### src/rtl/mem_arbiter.sv
// mem_arbiter: shares one single-port syncram between the instruction-fetch
// port (read-only) and the load/store data port (read/write).
// Each access is sequenced as IDLE -> ACCESS -> WAIT (reads only) -> RESP.
// The read word is captured from the syncram and returned together with a
// one-cycle ack on the port that was granted.
//
// Handshake: a requester raises req with its address and data and holds all of
// them until the matching ack pulse. Everything the memory needs is latched at
// grant, so the request inputs are ignored from the grant edge onward. The
// requester drops req, or presents a new request, in the cycle after ack. Only
// one ack is high in any cycle. A request that is not granted keeps waiting in
// IDLE until it wins.
module mem_arbiter #(
    parameter int RD_LAT    = 1,    // cycles after the access edge until mem_dout is valid (>=1)
    parameter bit DATA_PRIO = 1'b0  // 0 = round-robin on conflict, 1 = data port always wins
) (
    input  logic        clk,
    input  logic        rst,
    input  logic        i_req,
    input  logic [31:0] i_addr,
    output logic [31:0] i_rdata,
    output logic        i_ack,
    input  logic        d_req,
    input  logic        d_we,
    input  logic [31:0] d_addr,
    input  logic [31:0] d_wdata,
    output logic [31:0] d_rdata,
    output logic        d_ack,
    output logic        d_err,
    output logic        mem_cs,
    output logic        mem_oe,
    output logic        mem_we,
    output logic [31:0] mem_addr,
    output logic [31:0] mem_din,
    input  logic [31:0] mem_dout,
    output logic        busy,
    output logic [1:0]  dbg_state
);

    localparam int CW = (RD_LAT > 1) ? $clog2(RD_LAT) : 1;

    typedef enum logic [1:0] {
        ST_IDLE   = 2'd0,
        ST_ACCESS = 2'd1,
        ST_WAIT   = 2'd2,
        ST_RESP   = 2'd3
    } state_t;

    state_t        state;
    logic          last_data;  // most recent grant went to the data port
    logic          gnt_data;   // current access belongs to the data port
    logic          gnt_we;     // current access is a store
    logic [CW-1:0] lat_cnt;    // WAIT cycles left before the capture edge
    logic          win_data;   // data port wins if granted this cycle
    logic          d_misal;    // data address is not word aligned

    // Winner selection. On a conflict the data port wins if it has priority,
    // and otherwise wins only if fetch was served last.
    always_comb begin
        win_data = 1'b0;
        d_misal  = 1'b0;
        win_data = d_req && (!i_req || DATA_PRIO || !last_data);
        d_misal  = (d_addr[1:0] != 2'b00);
    end

    assign busy      = (state != ST_IDLE);
    assign dbg_state = state;

    // Access sequencer. All outputs are registered. mem_addr and mem_din act
    // as the grant-time latches and keep their last value between accesses.
    always_ff @(posedge clk or posedge rst) begin
        if (rst) begin
            state     <= ST_IDLE;
            last_data <= 1'b0;
            gnt_data  <= 1'b0;
            gnt_we    <= 1'b0;
            lat_cnt   <= '0;
            i_rdata   <= '0;
            i_ack     <= 1'b0;
            d_rdata   <= '0;
            d_ack     <= 1'b0;
            d_err     <= 1'b0;
            mem_cs    <= 1'b0;
            mem_oe    <= 1'b0;
            mem_we    <= 1'b0;
            mem_addr  <= '0;
            mem_din   <= '0;
        end else begin
            i_ack   <= 1'b0;
            d_ack   <= 1'b0;
            d_err   <= 1'b0;
            i_rdata <= '0;
            d_rdata <= '0;
            mem_cs  <= 1'b0;
            mem_oe  <= 1'b0;
            mem_we  <= 1'b0;
            unique case (state)
                ST_IDLE: begin
                    if (i_req || d_req) begin
                        gnt_data  <= win_data;
                        last_data <= win_data;
                        if (win_data && d_misal) begin
                            // Misaligned data access: reject at once, memory untouched.
                            gnt_we <= d_we;
                            state  <= ST_RESP;
                            d_ack  <= 1'b1;
                            d_err  <= 1'b1;
                        end else if (win_data) begin
                            gnt_we   <= d_we;
                            state    <= ST_ACCESS;
                            mem_cs   <= 1'b1;
                            mem_addr <= d_addr;
                            mem_oe   <= !d_we;
                            mem_we   <= d_we;
                            if (d_we) begin
                                mem_din <= d_wdata;
                            end
                        end else begin
                            gnt_we   <= 1'b0;
                            state    <= ST_ACCESS;
                            mem_cs   <= 1'b1;
                            mem_addr <= i_addr;
                            mem_oe   <= 1'b1;
                        end
                    end
                end
                ST_ACCESS: begin
                    if (gnt_we) begin
                        state <= ST_RESP;
                        d_ack <= 1'b1;
                    end else begin
                        state   <= ST_WAIT;
                        mem_oe  <= 1'b1;
                        lat_cnt <= CW'(RD_LAT - 1);
                    end
                end
                ST_WAIT: begin
                    if (lat_cnt == '0) begin
                        // Final WAIT edge: mem_dout is valid now.
                        state <= ST_RESP;
                        if (gnt_data) begin
                            d_ack   <= 1'b1;
                            d_rdata <= mem_dout;
                        end else begin
                            i_ack   <= 1'b1;
                            i_rdata <= mem_dout;
                        end
                    end else begin
                        lat_cnt <= lat_cnt - 1'b1;
                        mem_oe  <= 1'b1;
                    end
                end
                ST_RESP: begin
                    state <= ST_IDLE;
                end
                default: begin
                    state <= ST_IDLE;
                end
            endcase
        end
    end

endmodule

### config.mk
export PLATFORM = sky130hd
export DESIGN_NAME = mem_arbiter
export DESIGN_NICKNAME = d
export VERILOG_FILES = /design/src/rtl/mem_arbiter.sv
export SDC_FILE = /design/constraint.sdc
export NUM_CORES = 1
export LEC_CHECK = 0
export ABC_AREA = 1
export CAP_MARGIN = 15
export CORE_AREA = 2 2 117 119
export CTS_BUF_LIST = sky130_fd_sc_hd__clkbuf_2
export DETAILED_ROUTE_END_ITERATION = 8
export DIE_AREA = 0 0 119 121
export GPL_TIMING_DRIVEN = 0
export MAX_ROUTING_LAYER = met4
export PLACE_DENSITY = 0.79
export SLEW_MARGIN = 40
export SYNTH_ARGS = -nofsm -noshare
export SYNTH_HDL_FRONTEND = slang
export SYNTH_SLANG_ARGS = --single-unit
### constraint.sdc
create_clock -name clk -period 6.4 [get_ports clk]
set_clock_uncertainty 0.15 [all_clocks]
set_input_delay 0.96 -clock clk [delete_from_list [all_inputs] [get_ports clk]]
set_output_delay 0.96 -clock clk [all_outputs]
set_load 0.03 [all_outputs]
---- Yosys cells after proc, flatten, opt, wreduce, memory -nomap -nowiden ----
Index checks and enable logic that the tools add are counted.
W data, S select, Z words.
operators by class
  $add $sub $neg .......................... 1
  equal/unequal tests ..................... 6
  mux-type cells .......................... 39
  bitwise logic cells ..................... 1
  reduce and logical (&&, ||, !) cells .... 16
operators by type and width
  operator               number
  $mux W32               7
  $mux W1                25
  $pmux W2 S4            1
  $mux W2                3
  $ne A2 B2 Y1 const B   3
  $pmux W1 S3            2
  $reduce_and A2 Y1      3
  $reduce_bool A2 Y1     3
  $reduce_and A5 Y1      1
  $eq A2 B2 Y1 const B   2
  $logic_not A1 Y1       3
  $reduce_and A3 Y1      1
  $eq A2 B1 Y1 const B   1
  $logic_and A1 B1 Y1    2
  $logic_not A2 Y1       1
  $logic_or A1 B1 Y1     2
  $pmux W1 S2            1
  $not A1 Y1             1
  $sub A1 B1 Y1 const B  1
word-level totals
  flip-flop bits (word level) ............. 139
  input port bits ......................... 133
  output and inout bits ................... 137
  logic and storage cells ................. 77

---- Longest topological paths before layout ----
Gate-level depths: netlist of run 1.
  word-level depth ........................ 7
  depth in mapped cells ................... 9
  mapped depth without buffers ............ 8

---- Least setup slack after synthesis of run 1 ----
OpenSTA, ideal clock, no wires.
  path type ............................... reg-to-output
  start point ............................. reg state[0] (netlist: dbg_state[0])
  end point ............................... out busy
  arrival time ............................ 1127 ps
  path slack .............................. 4163 ps
  stages on the path, launching flop included .. 4
  path through ............................ dfrtp_1 > inv_1 > ha_1 > inv_2
between the ends
  word-level cells in the longest chain between the ends .. 1
ends and longest elaborated chain
  element                 RTL line  text
  from (decl)             49        state_t state;
  from (signal assigned)  73        state <= ST_IDLE;
  from (signal assigned)  105       state <= ST_RESP;
  from (signal assigned)  110       state <= ST_ACCESS;
  $reduce_bool A2 Y1      66        assign busy = (state != ST_IDLE);
  to (decl)               36        output logic busy,
No other way between the ends.

---- Worst setup path in the final report of run 1 ----
Same ends and word-level chain as after synthesis.

==> results.md, run 1 <==
- Status: finished clean
- Starting Density: 0.416
- Routed WL: between 15 and 20 mm
- Max-cap violation count: 0
- Final global-route overflow total: 0
- Die ar.: around 14000 sq um
- Slowest stage cell, crit path: clkdlybuf4s50_1
- Post-Place Cells: ~1000
- Hold WS: 0.362 ns
- CTS tree: built
- Power Density: just under 400 nW/um^2
- Mapped Cells: 601
- Number of flops mapped to enable cells by yosys: 0
- Antenna-violating nets left: 0
- First-pass GRT wire length: about 25 mm
- Clock latency at the later pin of the worst-skew pair: around 0.66 ns
- GRT Resource Usage Total: 0.230
- Setup WS post-layout: approximately 3.0 ns
- Setup crit start kind: flip-flop
- Setup violators final: 0
- FMAX: a little under 300 MHz
- Syn Nets: approximately 740
- WL per Instance: between 10 and 15 um
- Via Count: between 4000 and 5000
- Worst-margin pin slew: approximately 0.6 ns
- # port buffers: between 200 and 300
- Area leader, netlist: dfrtp_1
- Top-count cell post-synth: nand2_1
- CTS sink count: around 140
- Slew HR: 0.600
- Dpl ws: approximately 3.6 ns
- Final std cell area, no fill: around 8600 sq um
- Initial antenna violation count: 1
- Post-synth top flop: dfrtp_1
- IO Count: 270
- Initial DRT Pass Iterations: 4
- VDD IR max: around 0.20 mV
- Crit-path max FO: 5
- Cts repair resizes: 0
- R2R Path Start: dbg_state[0]
- Drt drc: 0
- CTS clk-pin slew, worst paths: approximately 0.18 ns
- HP Class: reg2reg
- Post-CTS Setup Inserts: 0
- Initial drt markers: ~270
- Post-DP Area: 8380 sq um
- Routability congestion estimate: ~0.85
- Worst r2r dst: mem_addr[23]
- Type of the worst setup path: reg2out
- Cell chain of the critical path: inv_1 -> ha_1 -> inv_2 -> clkdlybuf4s50_1
- Unrepaired setup endpoints after global routing: false
- Critical Path Source: dbg_state[0]
- # hold bufs at CTS: 0
- Number of placement rows: 42
- Pin count of the biggest net entering global routing: between 70 and 80
- Die Y: 121 um
- Synthesis-stage register bit count: approximately 140
- Fin crit share: 0.539
- Vias in the first global route: slightly below 5000
- R2r setup slk: 4.44 ns
- H-tree levels: 4
- Synth top area cells: dfrtp_1 (63%), nand2_1 (14%), o21ai_0 (5.8%)
- Synth cell types: 21
- Max clock buf depth: 2
- YS warnings: 0
- Root Buffer: clkbuf_2
- Hold Path Sink: mem_addr[0]
- Finished Layout Cells: roughly 1100
- DP HPWL: between 10 and 15 mm
- Syn Area/Cell: approximately 9.0 sq um
- FFs w/ async S/R, synth: 1.00
- Most frequent cells after synthesis: nand2_1 (200), dfrtp_1 (138), nor2_1 (65)
- Leak: 4.26 nW
- Mapped Area: 5440 sq um
- Hold Crit Depth: 2
- CTS Buf Count: 17
- Crit-path max cell delay: approximately 0.71 ns
- HP Start: mem_addr[0]
- Drt via density: approximately 4.6
- Hold Violations, Final: 0
- Seq/Total Area, Yosys: 0.635
- Area Overhead vs Synth: 58.4%
- WP data required: around 5.3 ns
- Critical path endpoint category: output pin
- Core area: about 13000 sq um
- Share of the synthesized area in the top cell type: 0.635
- R2R cell count: 9
- Layout cells sized above 1: 0.0566
- Min Tclk post-route: approximately 3.4 ns
- Total Nets Final: 1026
- WP data arrival: 2.34 ns
- DIE WIDTH: approximately 120 um
- Fin. max-slew vios: 0
## state kept, by name, indices dropped and copies added (netlist names), 2 cells and up
signal / flops
d_rdata: 32
dbg_state: 2
i_rdata: 32
mem_addr: 32
mem_din: 32
## cell families (layout without fill, tap and decap cells)
kind of cell,Yosys count,after routing,share of synthesized area
buf+inv,79,379,0.0605
simple gates,307,307,0.228
flops,138,138,0.635
fa+ha+maj,4,4,0.00920
other cells,0,1,0
compound gates,73,73,0.0674
## critical path: cells and delay by family, from the launching register on
family,cells,cell delay (ns)
buf+inv,3,0.94
fa+ha+maj,1,0.28
flops,1,0.45
## final cells by class
type                    count  area, sq um
clock buffers              17         85.1
well taps                 176          220
diodes                      1         2.50
fillers                  1111         4470
flip-flops and latches    138         3450
repair buffers            269         2710
multi-input cells         384         1660
clock inverters            14          153
plain buffers              34          160
inverters                  45          176
## worst max path at each step
stage	cells after the start	slack, ns	endpoint
detailed placement	8	3.58	mem_addr[10]
CTS	4	2.85	busy
global route	4	2.79	busy
finish	4	2.95	busy
floorplan	1	1.59	d_ack
global placement	2	-0.21	d_rdata[22]
## power breakdown
group,switching [W],internal (W)
clock network,0.000306,0.000211
logic,0.00101,0.000645
registers,0.000113,0.00112
## metrics by stage
stage / total power (W) / util / TNS [ns]
6_report: 0.00341 / 0.659 / 0
5_1_grt: 0.00361 / 0.659 / 0
4_1_cts: 0.00345 / 0.658 / 0
3_5_place_dp: 0.00293 / 0.640 / 0
3_3_place_gp: 0.00289 / 0.638 / -28.39
2_1_floorplan: 0.00216 / - / 0
## routing by layer
metal,vias to the layer above,GRT usage,part of all wire
met1,2281,0.259,0.39
met4,0,0.101,0.033
met5,-,-,0
met3,35,0.0752,0.075
li1,2439,-,-
met2,216,0.378,0.50
## cells in the final DEF, fill, tap and decap left out, drive strengths merged
cell,synthesis,layout
ha,4,4
diode,0,1
clkinv,0,8
nand4,1,1
nor3,1,1
inv,45,47
clkinvlp,0,1
dfrtp,138,138
nand3,34,34
clkdlybuf4s50,0,268
o22ai,1,1
clkbuf,19,36
a21oi,4,4
nand2,202,202
buf,15,16
o21ai,68,68
nor2,69,69
bufinv,0,3
Power figures use the tool's default switching activity.
==> run 2: changes to the inputs <==
==> constraint.sdc (replaced) <==
create_clock -name clk -period 3.35 [get_ports clk]
set_clock_uncertainty 0.15 [all_clocks]
set_input_delay 0.5025 -clock clk [delete_from_list [all_inputs] [get_ports clk]]
set_output_delay 0.5025 -clock clk [all_outputs]
set_load 0.03 [all_outputs]
==> results.md, run 2 (synthesis results as in run 1) <==
- Die ar.: 14400 sq um (unchanged)
- Initial drt markers: 257 (-3.4%)
- Number of placement rows: 42 (unchanged)
- Internal power: 0.00381 W (+93%)
- Highest-count cells in the layout ignoring fill and taps: clkdlybuf4s50_1 (268), nand2_1 (200), dfrtp_1 (138), nor2_1 (65), o21ai_0 (63)
- Max clock buf depth: 2 (unchanged)
- Critical path endpoint category: output pin
- Fin. max-slew vios: 0 (unchanged)
- Min Tclk post-route: between 3 and 4 ns
- Final global-route overflow total: 0 (unchanged)
- GRT Resource Usage Total: 0.227 (-0.00342)
- Pin count of the biggest net entering global routing: 29 (-60%)
- Clock share of power: 0.160 (+0.008)
- Max-cap violation count: 0 (unchanged)
- WL per Instance: 14.2 um (-0.58%)
- Drt drc: 0 (unchanged)
- CTS clk-pin slew, worst paths: 0.21 ns (+0.03 ns)
- CTS tree: built
- First-pass GRT wire length: 24.3 mm (-2.0%)
- # port buffers: 268 (unchanged)
- WP data required: 2.70 ns (-2.59 ns)
- Crit-path max FO: 5 (unchanged)
- Worst-margin pin slew: 0.591 ns (-0.00862 ns)
- Commonest non-fill, non-tap cell in the layout: clkdlybuf4s50_1
- Sw Share: 0.422 (+0.00263)
- Setup violators final: 0 (unchanged)
- Leak: 4.32 nW (+1.2%)
- FILL cells: 1046 (-5.9%)
- Sequential share of power: 0.358 (-0.005)
- H-tree levels: 4 (unchanged)
- Slew HR: 0.606 (+0.00574)
- IO Count: 270 (unchanged)
- Slowest stage cell, crit path: clkdlybuf4s50_1
- Setup WS post-layout: 0.306 ns (-2.65 ns)
- Post-DP Area: 8480 sq um (+1.2%)
- DIE WIDTH: 119 um (unchanged)
- Starting Density: 0.416 (unchanged)
- Layout cells sized above 1: 0.0660 (+0.00940)
- Type of the worst setup path: reg2out
- Area Overhead vs Synth: 61.1%
- Setup crit start kind: flip-flop
- Final std cell area, no fill: 8760 sq um (+1.7%)
- Initial DRT Pass Iterations: 6 (+2)
- Cell chain of the critical path: inv_1 -> ha_1 -> inv_2 -> clkdlybuf4s50_1
- Fin crit share: 0.909
- WP data arrival: 2.39 ns (+0.05 ns)
- Dpl ws: 0.947 ns (-2.63 ns)
- Cts repair resizes: 0 (unchanged)
- Clock latency at the later pin of the worst-skew pair: 0.70 ns (+0.04 ns)
- Routed WL: 15.5 mm (+0.16%)
- Post-CTS Setup Inserts: 0 (unchanged)
- NetSw: 0.00278 W (+95%)
- Initial antenna violation count: 1 (unchanged)
- Crit-path max cell delay: 0.71 ns (about the same)
- Root Buffer: clkbuf_2
- Logic pwr share: 0.483 (-0.003)
- Power Density: 752 nW/um^2 (+90%)
- Routability congestion estimate: 0.833 (-1.8%)
- VDD IR max: 0.339 mV (+73%)
- Core area: 13100 sq um (unchanged)
- Total Nets Final: 1033 (+0.68%)
- DP HPWL: 11.9 mm (-0.10%)
- Fin util: 0.670 (+0.0110)
- Delay-heaviest family, CP: buffers and inverters
- Die Y: 121 um (unchanged)
- CTS Buf Count: 17 (unchanged)
- # hold bufs at CTS: 2 (+2)
- Vias in the first global route: 4842 (-1.9%)
- CTS sink count: 138 (unchanged)
- Setup TNS: 0 ns (unchanged)
- Drt via density: 4.59 (-0.56%)
- Hold Violations, Final: 0 (unchanged)
- Status: finished clean
- Register area: 3450 sq um (unchanged)
- Worst Path Buf+Inv: 3 (unchanged)
- Via Count: 4980 (+0.18%)
- Multi-input combinational cell area: 1660 sq um (unchanged)
- HP Class: in2reg
- Unrepaired setup endpoints after global routing: false
- Antenna-violating nets left: 0 (unchanged)
- FMAX: between 300 and 400 MHz
## run 2: cell types whose count changed in the layout (fill, tap and decap cells not counted), sizes merged
cell,previous run,this run
buf,16,21
clkinv,8,4
clkbuf,36,37
clkinvlp,1,5
dlygate4sd3,0,2
## run 2: path summary, 6_finish.rpt
kind	depth (start not counted)	to	slack, ns	from
setup reg to reg	9	mem_addr[20]	1.32	dbg_state[0]
min in group asynchronous	3	d_rdata[30]	0.50	rst
max in group asynchronous	6	mem_din[26]	1.82	rst
setup / recovery	4	busy	0.31	dbg_state[0]
hold / removal	3	mem_din[1]	0.15	d_wdata[1]
hold reg to reg	2	mem_addr[1]	0.36	mem_addr[1]
## run 2: stage by stage
| step | instances | power, W | hold slack, ns |
|---|---|---|---|
| 3_5_place_dp | 1051 | 0.00559 | 0.319 |
| 5_1_grt | 1086 | 0.00696 | 0.0524 |
| 6_report | 1086 | 0.00659 | 0.146 |
| 3_3_place_gp | 1045 | 0.00552 | 0.313 |
| 4_1_cts | 1085 | 0.00665 | 0.0771 |
| 2_1_floorplan | 601 | 0.00413 | 0.364 |
## run 2: worst min-delay path: stages
cell             delay (ns)
clkdlybuf4s50_1        0.39
nand2_1                0.06
nand2_1                0.04
## run 2: layout make-up
class / count / area share
Antenna cell: 1 / 0.000286
Buffer: 34 / 0.0183
Clock buffer: 18 / 0.0103
Clock inverter: 14 / 0.0191
Inverter: 45 / 0.0197
Multi-Input combinational cell: 384 / 0.189
Sequential cell: 138 / 0.394
Tap cell: 176 / 0.0251
Timing Repair Buffer: 276 / 0.324
## run 2: metal layers
metal	vias to the layer above	part of all wire	global-route usage
met1	2297	0.41	0.263
met2	214	0.50	0.377
met3	24	0.069	0.0691
met4	0	0.025	0.0789
li1	2445	-	-
met5	-	0	-
## run 2: power by group through the flow
stage	combinational, W	clock (W)	sequential, W
CTS	0.00321	0.00108	0.00236
floorplan	0.000776	0	0.00335
global placement	0.00314	0	0.00238
global route	0.00339	0.00116	0.00242
detailed placement	0.00320	0	0.00239
finish	0.00318	0.00105	0.00236
==> run 3: changes to the inputs <==
--- a/config.mk
+++ b/config.mk
@@ -7,10 +7,10 @@
 export LEC_CHECK = 0
 export ABC_AREA = 1
 export CAP_MARGIN = 15
-export CORE_AREA = 2 2 117 119
+export CORE_AREA = 2 2 120 122
 export CTS_BUF_LIST = sky130_fd_sc_hd__clkbuf_2
 export DETAILED_ROUTE_END_ITERATION = 8
-export DIE_AREA = 0 0 119 121
+export DIE_AREA = 0 0 122 124
 export GPL_TIMING_DRIVEN = 0
 export MAX_ROUTING_LAYER = met4
 export PLACE_DENSITY = 0.79
==> results.md, run 3 (synthesis results as in run 1) <==
- Via Count: 4947 (-0.66%)
- Antenna-violating nets left: 0 (unchanged)
- R2r setup slk: 1.39 ns (+0.07 ns)
- VDD IR max: 0.497 mV (+46%)
- Initial drt markers: 192 (-25%)
- Status: finished clean
- Max-cap violation count: 0 (unchanged)
- Drt via density: 4.55 (-0.75%)
- Routed WL: 15.7 mm (+1.7%)
- Min Tclk post-route: 3.03 ns (-0.0124 ns)
- First-pass GRT wire length: 24.3 mm (about the same)
- # port buffers: 268 (unchanged)
- Number of placement rows: 43 (+2.4%)
- HP Start: d_req
- Type of the worst setup path: reg2out
- IO Count: 270 (unchanged)
- Setup violators final: 0 (unchanged)
- Unrepaired setup endpoints after global routing: false
- Die ar.: 15100 sq um (+5.1%)
- Drt drc: 0 (unchanged)
- Final global-route overflow total: 0 (unchanged)
- Hold Crit Depth: 5 (+2)
- Sequential share of power: 0.352 (-0.006)
- Root Buffer: clkbuf_2
- Hold Path Sink: mem_addr[14]
- Max clock buf depth: 2 (unchanged)
- Power Density: 765 nW/um^2 (+1.7%)
- Fin crit share: 0.905 (-0.00369)
- Starting Density: 0.396 (-0.0192)
- HP Class: in2reg
- H-tree levels: 4 (unchanged)
- R2R Path Start: dbg_state[0]
- Critical path endpoint category: output pin
- Commonest non-fill, non-tap cell in the layout: clkdlybuf4s50_1
- Setup TNS: 0 ns (unchanged)
- Post-CTS Setup Inserts: 0 (unchanged)
- Delay-heaviest family, CP: buffers and inverters
- Clock share of power: 0.173 (+0.013)
- R2R cell count: 7 (-2)
- Slowest stage cell, crit path: clkdlybuf4s50_1
- Total power: 0.00670 W (+1.6%)
- Layout cells sized above 1: 0.0628 (-0.00316)
- Clock latency at the later pin of the worst-skew pair: 0.66 ns (-0.04 ns)
- CTS tree: built
- NetSw: 0.00275 W (-1.2%)
- Cell chain of the critical path: inv_1 -> ha_1 -> inv_2 -> clkdlybuf4s50_1
- DP HPWL: 12.3 mm (+3.6%)
- Vias in the first global route: 4902 (+1.2%)
- Hold Violations, Final: 0 (unchanged)
- FMAX: 330 MHz (+0.41%)
- Sw Share: 0.410 (-0.0116)
- GRT Resource Usage Total: 0.219 (-0.00822)
- Crit-path max FO: 5 (unchanged)
- Fin. max-slew vios: 0 (unchanged)
- Cts repair resizes: 0 (unchanged)
- Setup crit start kind: flip-flop
- WP data required: 2.70 ns (about the same)
- Crit-path max cell delay: 0.77 ns (+0.06 ns)
- Leak: 4.32 nW (+0.14%)
- Core area: 13700 sq um (+4.8%)
- Pin count of the biggest net entering global routing: 29 (unchanged)
- CTS clk-pin slew, worst paths: 0.20 ns (about the same)
- Internal power: 0.00395 W (+3.7%)
- Area Overhead vs Synth: 61.0% (about the same)
- Total Nets Final: 1031 (-0.19%)
- WP data arrival: 2.38 ns (about the same)
- Highest-count cells in the layout ignoring fill and taps: clkdlybuf4s50_1 (268), nand2_1 (200), dfrtp_1 (138), nor2_1 (65), o21ai_0 (63)
- Logic pwr share: 0.475 (-0.008)
- Worst r2r dst: mem_din[29]
- CTS Buf Count: 17 (unchanged)
- CTS sink count: 138 (unchanged)
- Routability congestion estimate: 0.829 (-0.49%)
- Worst Path Buf+Inv: 3 (unchanged)
- Initial DRT Pass Iterations: 7 (+1)
- Die Y: 124 um (+2.5%)
- Initial antenna violation count: 0 (-1)
- DIE WIDTH: 122 um (+2.5%)
- Worst-margin pin slew: 0.608 ns (+0.0169 ns)
- WL per Instance: 14.5 um (+1.6%)
- Slew HR: 0.595 (-0.0113)
- Inserted Diodes: 0 (-1)
-- run 3: layout make-up --
class	instances	area, sq um
buffer	34	160
clock buffer	19	95.1
clock inverter	13	199
fill	1194	4960
inverter	45	173
multi-input combinational	384	1660
sequential	138	3450
tap	180	225
timing repair buffer	274	2790
-- run 3: through the flow --
stage,util,std cells,hold WS [ns],worst slack [ns],cell area [sq um]
final,0.638,1087,0.0950,0.318,8750
after global routing,0.638,1087,0.0497,0.132,8750
after CTS,0.638,1087,0.0235,0.245,8750
after detailed placement,0.616,1054,0.318,1.00,8450
after global placement,0.609,1049,0.313,-0.209,8350
after floorplan,-,601,0.364,0.976,5440
-- run 3: timing repair --
| item | in CTS | in global routing |
|---|---|---|
| setup endpoints to repair | 0 | 0 |
| endpoints found under the hold margin | 15 | 0 |
| hold buffers | 1 | 0 |
-- run 3: per-layer routing --
metal  vias up  share of wire  track usage
met5         -              0            -
li1       2454              -            -
met1      2251           0.39        0.239
met2       213           0.50        0.372
met4         0          0.024       0.0826
met3        29          0.086       0.0728
-- run 3: worst max path at each step --
stage	start	endpoint	slack (ns)	depth (start not counted)
floorplan	rst	d_ack	0.98	1
global placement	rst	mem_addr[12]	-0.21	2
finish	dbg_state[0]	busy	0.32	4
detailed placement	d_addr[0]	mem_addr[28]	1.00	8
global route	dbg_state[1]	busy	0.13	4
CTS	dbg_state[0]	busy	0.24	4
-- run 3: power groups by stage --
stage / Sequential, W / Combinational, W / Clock (W)
3_5_place_dp: 0.00240 / 0.00320 / 0
6_report: 0.00236 / 0.00318 / 0.00116
4_1_cts: 0.00236 / 0.00321 / 0.00119
5_1_grt: 0.00242 / 0.00341 / 0.00127
3_3_place_gp: 0.00238 / 0.00315 / 0
2_1_floorplan: 0.00335 / 0.000776 / 0
-- run 3: worst register-to-register path: cells and delay by family, from the launching register on --
| kind | cells | cell delay [ns] |
|---|---|---|
| simple gates | 4 | 0.67 |
| buf+inv | 2 | 0.36 |
| flops | 1 | 0.45 |
| fa+ha+maj | 1 | 0.29 |
